$ cat src/rtl/ctrl_pkg.sv
// Shared types and step constants for the vector-multiplier control sequence decoder.
package ctrl_pkg;

    localparam int MAT_SIZE_DEF = 64;
    localparam int CNT_W_DEF    = 8;

    typedef enum logic [2:0] {
        ST_IDLE   = 3'd0,
        ST_STREAM = 3'd1,
        ST_DRAIN  = 3'd2,
        ST_WB     = 3'd3,
        ST_DONE   = 3'd4,
        ST_HALT   = 3'd5
    } ctrl_state_e;

    function automatic int drain_step(input int mat);
        return mat + 1;
    endfunction

    function automatic int wb_step(input int mat);
        return mat + 2;
    endfunction

    localparam logic [CNT_W_DEF-1:0] CNT_DONE   = '1;
    localparam int                   DRAIN_STEP = drain_step(MAT_SIZE_DEF);
    localparam int                   WB_STEP    = wb_step(MAT_SIZE_DEF);

endpackage

$ cat src/rtl/ctrl_seq_decoder_valid_delay.sv
// ctrl_valid_delay: DEPTH-cycle strobe delay line with asynchronous active-high clear.
module ctrl_valid_delay #(
    parameter int DEPTH = 1
) (
    input  logic clk,
    input  logic rst,
    input  logic i_valid,
    output logic o_valid
);

    logic [DEPTH-1:0] r_pipe;

    // Concatenate-and-truncate keeps DEPTH=1 legal without a separate generate branch.
    always_ff @(posedge clk or posedge rst) begin
        if (rst) begin
            r_pipe <= '0;
        end else begin
            r_pipe <= DEPTH'({r_pipe, i_valid});
        end
    end

    assign o_valid = r_pipe[DEPTH-1];

endmodule

$ cat src/rtl/ctrl_seq_decoder.sv
// Step-count decoder driving operand reads, MAC enable, accumulator clear, write-back and done.
// Optional sequence checker built only when CTRL_SEQ_CHECK_EN is defined; otherwise seq_err is tied 0.
//   state  | meaning
//   IDLE   | waiting for start with count 0
//   STREAM | issuing operand reads for counts 1..MAT_SIZE
//   DRAIN  | count MAT_SIZE+1, waiting for start to move on
//   WB     | write-back pulse at MAT_SIZE+2, waiting for end flag
//   DONE   | done held until host ack
//   HALT   | quiescent until reset
module ctrl_seq_decoder
    import ctrl_pkg::*;
#(
    parameter int MAT_SIZE = MAT_SIZE_DEF,
    parameter int CNT_W    = CNT_W_DEF,
    parameter int RD_LAT   = 1,
    parameter int ADDR_W   = $clog2(MAT_SIZE)
) (
    input  logic              clk,
    input  logic              rst,
    input  logic              start,
    input  logic [CNT_W-1:0]  state_count,
    input  logic              end_signal,
    input  logic              host_ack,
    output logic              acc_clr,
    output logic              rd_en,
    output logic [ADDR_W-1:0] rd_addr,
    output logic              mac_en,
    output logic              out_we,
    output logic              done,
    output logic              seq_err
);

    localparam logic [CNT_W-1:0] L_LAST  = CNT_W'(MAT_SIZE);
    localparam logic [CNT_W-1:0] L_DRAIN = CNT_W'(drain_step(MAT_SIZE));
    localparam logic [CNT_W-1:0] L_WB    = CNT_W'(wb_step(MAT_SIZE));

    ctrl_state_e r_state;
    logic        r_end_q;
    logic        r_wb_fired;
    logic        w_end_rise;
    logic        w_stream_cnt;

    assign w_end_rise   = end_signal & ~r_end_q;
    assign w_stream_cnt = (state_count != '0) && (state_count <= L_LAST);

    always_ff @(posedge clk or posedge rst) begin
        if (rst) begin
            r_state    <= ST_IDLE;
            r_end_q    <= 1'b0;
            r_wb_fired <= 1'b0;
            acc_clr    <= 1'b0;
            rd_en      <= 1'b0;
            rd_addr    <= '0;
            out_we     <= 1'b0;
            done       <= 1'b0;
        end else begin
            r_end_q <= end_signal;
            acc_clr <= 1'b0;
            rd_en   <= 1'b0;
            out_we  <= 1'b0;
            case (r_state)
                ST_IDLE: begin
                    if (start && state_count == '0) begin
                        acc_clr <= 1'b1;
                        r_state <= ST_STREAM;
                    end
                end
                ST_STREAM: begin
                    if (start && w_stream_cnt) begin
                        rd_en   <= 1'b1;
                        rd_addr <= ADDR_W'(state_count - CNT_W'(1));
                        if (state_count == L_LAST) r_state <= ST_DRAIN;
                    end
                end
                ST_DRAIN: begin
                    if (start && state_count == L_DRAIN) r_state <= ST_WB;
                end
                ST_WB: begin
                    if (start && state_count == L_WB && !r_wb_fired) begin
                        out_we     <= 1'b1;
                        r_wb_fired <= 1'b1;
                    end
                end
                ST_DONE: begin
                    // done is registered, so an ack arriving with its rising edge is not seen here.
                    if (host_ack && done) begin
                        done    <= 1'b0;
                        rd_addr <= '0;
                        r_state <= ST_HALT;
                    end
                end
                ST_HALT: begin
                    done    <= 1'b0;
                    rd_addr <= '0;
                end
                default: r_state <= ST_IDLE;
            endcase
            if (w_end_rise && (r_state inside {ST_STREAM, ST_DRAIN, ST_WB})) begin
                done    <= 1'b1;
                r_state <= ST_DONE;
            end
        end
    end

    ctrl_valid_delay #(.DEPTH(RD_LAT)) u_mac_dly (
        .clk     (clk),
        .rst     (rst),
        .i_valid (rd_en),
        .o_valid (mac_en)
    );

`ifdef CTRL_SEQ_CHECK_EN
    localparam logic [CNT_W-1:0] L_CNT_DONE = '1;

    logic [CNT_W-1:0] r_cnt_q;
    logic             w_step_ok;

    assign w_step_ok = (state_count == r_cnt_q)
                    || (state_count == r_cnt_q + CNT_W'(1))
                    || (r_cnt_q == L_WB && state_count == L_CNT_DONE);

    always_ff @(posedge clk or posedge rst) begin
        if (rst) begin
            r_cnt_q <= '0;
            seq_err <= 1'b0;
        end else begin
            r_cnt_q <= state_count;
            if (start && !(r_state inside {ST_IDLE, ST_HALT}) && !w_step_ok) seq_err <= 1'b1;
        end
    end
`else
    assign seq_err = 1'b0;
`endif

endmodule

$ cat config.mk
export PLATFORM = sky130hd
export DESIGN_NAME = ctrl_seq_decoder
export DESIGN_NICKNAME = d
export VERILOG_FILES = /design/src/rtl/ctrl_pkg.sv /design/src/rtl/ctrl_seq_decoder_valid_delay.sv /design/src/rtl/ctrl_seq_decoder.sv
export SDC_FILE = /design/constraint.sdc
export NUM_CORES = 1
export LEC_CHECK = 0
export ABC_AREA = 1
export CELL_PAD_IN_SITES_DETAIL_PLACEMENT = 0
export CELL_PAD_IN_SITES_GLOBAL_PLACEMENT = 1
export CORE_ASPECT_RATIO = 0.9
export CORE_MARGIN = 5
export CORE_UTILIZATION = 38
export DETAILED_ROUTE_END_ITERATION = 16
export PLACE_DENSITY = 0.82
export SLEW_MARGIN = 40
export SYNTH_ARGS = -nofsm -noshare
export SYNTH_HDL_FRONTEND = slang
export SYNTH_SLANG_ARGS = --single-unit
$ cat constraint.sdc
create_clock -name clk -period 2.5 [get_ports clk]
set_clock_uncertainty 0.05 [all_clocks]
set_input_delay 0.5 -clock clk [delete_from_list [all_inputs] [get_ports clk]]
set_output_delay 0.5 -clock clk [all_outputs]
set_load 0.01 [all_outputs]
[Word level (Yosys, flattened, before mapping)]
Cells that the tools add are included.
Cells by class
  bitwise operators: 2
  reductions and logical operators: 20
  muxes and demuxes: 19
  magnitude comparators: 1
  add/sub/neg operators: 1
  equality and inequality tests: 16
Operators with widths (number)
  8-bit by 7-bit == test with 1-bit output, second input constant: 3
  3-bit 2-to-1 mux: 6
  6-bit one-hot mux with 3 select lines: 1
  3-bit one-hot mux with 5 select lines: 1
  6-bit 2-to-1 mux: 2
  3-bit by 2-bit != test with 1-bit output, second input constant: 3
  3-bit nonzero test: 3
  8-bit by 7-bit <= comparator with 1-bit output, second input constant: 1
  1-bit logical AND: 8
  8-bit logical NOT: 1
  1-bit 2-to-1 mux: 8
  8-bit nonzero test: 1
  3-bit by 2-bit == test with 1-bit output, second input constant: 2
  3-bit == test, second input constant: 2
  3-bit != test, second input constant: 2
  6-bit AND reduction: 1
  6-bit by 1-bit subtractor with 6-bit output, second input constant: 1
  2-bit != test, second input constant: 2
  2-bit AND reduction: 2
  3-bit by 1-bit == test with 1-bit output, second input constant: 1
  3-bit logical NOT: 1
  3-bit AND reduction: 1
  2-bit by 1-bit != test with 1-bit output, second input constant: 1
  1-bit one-hot mux with 2 select lines: 1
  other kinds (4): 4
Word-level totals
  bits of input ports: 13
  register bits: 16
  output and inout port bits: 12
  logic and storage cells: 68

[Longest topological paths before layout]
  depth after elaboration: 6
  mapped depth: 12
  gate-level depth less buffers: 11

[Cells and area by module]
From an unflattened synthesis, not the netlist that was laid out.
Unflattened totals
  cell total of the unflattened synthesis: 130
  area total of the unflattened synthesis: 1024.7 sq um
Modules (own cells, without submodules)
  ctrl_seq_decoder: instances 1, area an instance 996.0 sq um, cells each 128
  ctrl_valid_delay: instances 1, area an instance 28.8 sq um, cells each 2

[Worst setup path after synthesis]
Ideal clock, no wire load.
  path kind: input -> register
  from: input state_count[0]
  to: register rd_addr[4]
  stages on the path: 12
  data required time: 2327 ps
  data arrival time: 1510 ps
  library setup time: 123 ps
  path buffers: 1
  path slack: 817 ps
  path through: inv_1 > ha_1 > inv_2 > nor2_4 > nand2_1 > nand2_1 > nand2_2 > nand2_4 > nand2_4 > buf_12 > nand2_2 > o21ai_2
Between the ends
  longest elaborated chain between the ends: 5
  elaborated cells on any way between the ends: 9
  those cells by class: add/sub (1); order compare (1); eq/ne (1); mux (2); reduce/logical (4)
RTL lines
  start, declared: RTL line ctrl_seq_decoder.sv:21  | input logic [CNT_W-1:0] state_count,
  8-bit by 7-bit <= comparator with 1-bit output or 8-bit nonzero test (tied branches): RTL line ctrl_seq_decoder.sv:44  | assign w_stream_cnt = (state_count != '0) && (state_count <= L_LAST);
  1-bit logical AND: RTL line ctrl_seq_decoder.sv:44
  1-bit logical AND: RTL line ctrl_seq_decoder.sv:69  | if (start && w_stream_cnt) begin
  2-bit != test (no source line)
  3-bit AND reduction (no source line)
  end signal, assigned: RTL line ctrl_seq_decoder.sv:71  | rd_addr <= ADDR_W'(state_count - CNT_W'(1));
  end, declared: RTL line ctrl_seq_decoder.sv:26  | output logic [ADDR_W-1:0] rd_addr,
Parallel ways exist; a longest one is shown, timed or not. The select of a mux whose other input is x is not followed.
A chain may end at the register's enable or synchronous reset.

[Worst setup path in the final report]
  from: input state_count[0]
  to: register rd_addr[0]
The elaborated chain is that of the path after synthesis.

==> results by stage <==
Synthesis:
- The area share of the largest cell type after synthesis is around two fifths.
- After Yosys synthesis, full adders, half adders and majority gates account for ~3.7% of the synthesized area.
- The number of flops mapped to enable cells by yosys is 0.
- The number of instances in the synthesized netlist is about 130.
- Multiplexer cells account for 0% of the synthesized area.
- The biggest area contributor in the post-synthesis netlist is sky130_fd_sc_hd__dfrtp_1.
- The xor/xnor cell area share of the yosys netlist is 0%.
- The most repeated cell in the gate-level netlist after synthesis is sky130_fd_sc_hd__nand2_1.
- The net count after synthesis is between 100 and 150.
- The total of flip-flops plus latches after synthesis is 16.
- Summing the sequential cell areas from Yosys gives 39.2% of the chip area.
- The leading register cell type out of synthesis is sky130_fd_sc_hd__dfrtp_1.
- The average instance area after synthesis is ~8 um2.
- The post-synthesis async set-or-reset flop share is 100%.
- The cell area that synthesis handed to floorplanning was roughly 0.001 mm2.
- By count the netlist is led by sky130_fd_sc_hd__nand2_1 (25), sky130_fd_sc_hd__dfrtp_1 (16), sky130_fd_sc_hd__inv_1 (13), sky130_fd_sc_hd__nor2_1 (9).
- For this run, the number of Yosys warnings is 0.
- By area, the combinational part of the netlist is dominated by simple AND/OR/NAND/NOR gates.
- Of the total synthesized cell area, the portion taken by AND, OR, NAND and NOR gates is about a third.
- The synthesized netlist contains 25 unique library cells.
- In the post-synthesis netlist, the biggest area contributors are sky130_fd_sc_hd__dfrtp_1 (39%), sky130_fd_sc_hd__nand2_1 (9.2%), sky130_fd_sc_hd__o21ai_2 (6.0%).
- The fraction of the mapped netlist area in compound gates is between 10% and 20%.

Finish:
- The footprint of the flip-flops and latches is 400 um2.
- At the end of the flow the core is filled with cells to 51.1%.
- The post-route netlist has a little under a quarter of its cells at a drive strength greater than 1.
- The number of diodes added for antenna fixing is 0.
- The area occupied by multi-input gates is around 510 um2.
- The final-stage net count is roughly 170.
- The final-layout fill cell count is between 200 and 300.
- Leaving out filler cells and counting taps, the final layout contains ~180.
- Relative to the synthesized area, the layout overhead comes to 25.7%.

Power and ir drop:
- The switching portion of total power is about a quarter.
- The total power is between 0.5 and 0.6 mW.
- Power spread over the standard cell area amounts to about 400 mW/mm2.
- The sequential power share is between 50% and 60%.
- VDD sags by at most 0.201 mV.
- The internal power component is 0.382 mW.
- The analysis attributes to cell leakage a power of 0.594 nW.
- The clock power share is a little over a third.
- For this design the total switching power over the nets is ~0.12 mW.
- In this run, the combinational gates consume about 13% of the power.

Timing:
- Timing would allow up to about 500 MHz.
- Setup repair after global routing left no endpoint under its margin.
- The count of final hold-check violations was 0.
- For the pin with the worst max-slew slack, the measured transition is around 600 ps.
- The worst slew margin relative to its limit is 60.0%.
- After layout, the worst path uses about four fifths of the clock period.
- The number of pins with negative max-slew slack in the final report was 0.
- Setup violations remaining at the end of the flow were counted as 0.
- The clock period minus worst slack is about 2000 ps.
- The setup TNS is 0 ps.

Floorplan:
- In this run the core area contains 17 standard-cell rows.
- The initial utilization of the core area, before any placement, comes to roughly two fifths.
- In this run the vertical extent of the chip is 59.2 um.
- The die covers approximately 0.0038 mm2.
- During I/O placement, the number of pins put on the boundary was 25.
- The floorplan step set the die width to ~65 um.
- The total core area is about 0.0025 mm2.

Global routing:
- The global-route wire length before repair is approximately 3.8 mm.
- The pin count of the biggest net entering global routing is 17.
- The number of global-route vias before repair is 822.
- The total overflow left after global routing is 0.
- For this run, the total global-route usage over all layers was measured as 12.7%.
- The number of antenna violations at the first check in global routing came to 0.

Place:
- The count of buffers added on input and output ports is 23.
- The number of cells in the design after placement is 175.
- Once detailed placement completed, the half-perimeter wirelength came to between 1.5 and 2 mm.
- At the end of routability-driven placement, the weighted congestion stood at 0.876.

Clock tree:
- In this run the clock root is driven by a sky130_fd_sc_hd__clkbuf_4.
- Clock-pin slew was measured on the worst setup and hold paths at 90 ps.
- The clock passes through at most 2 buffers.
- The post-cts repair resize count is 0.
- The total number of H-tree levels is 1.
- The number of clock sinks seen by CTS is 16.
- In this run, CTS created clock tree buffers numbering 3.
- After clock tree synthesis, the flow added hold-fix buffers numbering 0.
- Clock latency on the worst-skew pair, taken at its later pin, is about 290 ps.
- TritonCTS built the clock tree.
- The number of setup buffers added after CTS is 0.

Critical path:
- The maximum fanout encountered on the critical timing path is 12.
- The nature of the critical path startpoint is an input pin.
- The required time reported for the critical path endpoint is roughly 2600 ps.
- The critical setup path kind is in -> reg.
- The data arrival time of the critical path is roughly 2200 ps.
- The worst setup path is captured at a register.

Min path:
- The class of the tightest hold or removal check is reg -> reg.

Status:
- The flow ran to the end, and the final reports show no timing, DRC or antenna violations.

Drt:
- The average wire length per cell after detail routing is about 12 um.
- The detailed router placed about 850 vias in this run.
- The final routed wirelength across all metal layers is around 2.2 mm.
- The first-iteration detailed-routing DRC count is 28.
- Dividing the detail-routed via count by the number of cells gives about 4.7.
- The number of nets still failing antenna checks after routing is 0.
- The number of design rule violations left after detail routing is 0.
- The first-pass detailed-route iteration total is 4.

Run:
- Max-cap violations in this run came to 0.
-- flip-flops by register name, summed over array words and instances (netlist names) --
register	flops
rd_en	1
acc_clr	1
rd_addr	6
u_mac_dly.o_valid	1
out_we	1
done	1
r_wb_fired	1
r_end_q	1
r_state	3
-- stage by stage --
stage          hold slack (ps)  cell area, um2  worst slack [ps]
4_1_cts                    338            1280               486
5_1_grt                    366            1280               397
3_5_place_dp               312            1250               177
2_1_floorplan              364            1020               817
6_report                   332            1280               481
3_3_place_gp               308            1250               246
-- power groups by stage --
| stage | sequential, mW | clock (mW) | combinational (mW) |
|---|---|---|---|
| floorplan | 0.271 | 0 | 0.0283 |
| detailed placement | 0.269 | 0 | 0.0632 |
| CTS | 0.264 | 0.181 | 0.0637 |
| global placement | 0.269 | 0 | 0.0625 |
| global route | 0.265 | 0.195 | 0.0701 |
| finish | 0.264 | 0.175 | 0.0627 |
-- worst max-delay path: stages --
cell and delay (ps):
sky130_fd_sc_hd__clkdlybuf4s50_1 510, sky130_fd_sc_hd__inv_1 100, sky130_fd_sc_hd__ha_1 240, sky130_fd_sc_hd__nand2_1 120
sky130_fd_sc_hd__nor2_2 60, sky130_fd_sc_hd__nor2_1 130, sky130_fd_sc_hd__nand2_2 90, sky130_fd_sc_hd__nand2_4 90
sky130_fd_sc_hd__nand2_4 120, sky130_fd_sc_hd__nand2_1 130, sky130_fd_sc_hd__o21ai_2 60
-- cell usage in the layout, fill, tap and decap left out, types with 3 or more instances in the layout --
cell type                         netlist  routed
sky130_fd_sc_hd__o21ai_0                4       4
sky130_fd_sc_hd__or2_1                  3       3
sky130_fd_sc_hd__nand3_1                6       6
sky130_fd_sc_hd__a21oi_1                3       3
sky130_fd_sc_hd__nand2_1               25      25
sky130_fd_sc_hd__nor3_1                 3       3
sky130_fd_sc_hd__clkdlybuf4s50_1        0      23
sky130_fd_sc_hd__dfrtp_1               16      16
sky130_fd_sc_hd__inv_1                 13      13
sky130_fd_sc_hd__nand4_1                3       3
sky130_fd_sc_hd__nor2_2                 6       6
sky130_fd_sc_hd__o21ai_2                7       7
sky130_fd_sc_hd__clkbuf_4               0       3
sky130_fd_sc_hd__nor2_1                 9       9
sky130_fd_sc_hd__ha_1                   3       3
sky130_fd_sc_hd__nand2_2                7       7
sky130_fd_sc_hd__inv_2                  6       6
-- layout make-up --
class,count,share of cell area (%)
clock buffers,4,2.83
inverters,19,5.56
multi-input cells,89,39.8
flip-flops and latches,16,31.2
well taps,28,2.73
repair buffers,23,17.9
-- per-layer routing --
metal,GRT usage [%],wire length (um),part of all wire [%]
met2,20.0,957,43
met5,0,0,0
met1,16.6,1070,48
met3,4.17,158,7.1
met4,3.92,24,1.1
-- cells by family (layout without fill, tap and decap cells) --
kind of cell,Yosys count,after routing
AND/OR/NAND/NOR,69,69
AO/OA/AOI/OAI,16,16
other,1,1
buffers and inverters,22,46
flip-flops,16,16
adder cells (fa/ha/maj),3,3
-- worst paths after layout --
path,slack (ps),startpoint,to,cells past startpoint
max,480,state_count[0],rd_addr[0],11
min,330,rd_en,u_mac_dly.o_valid,0
max reg2reg,1030,r_state[0],r_state[1],9
min reg2reg,330,rd_en,u_mac_dly.o_valid,0
max in group asynchronous,1490,rst,rd_addr[2],2
min in group asynchronous,510,rst,r_state[0],2
Power figures use the tool's default switching activity.
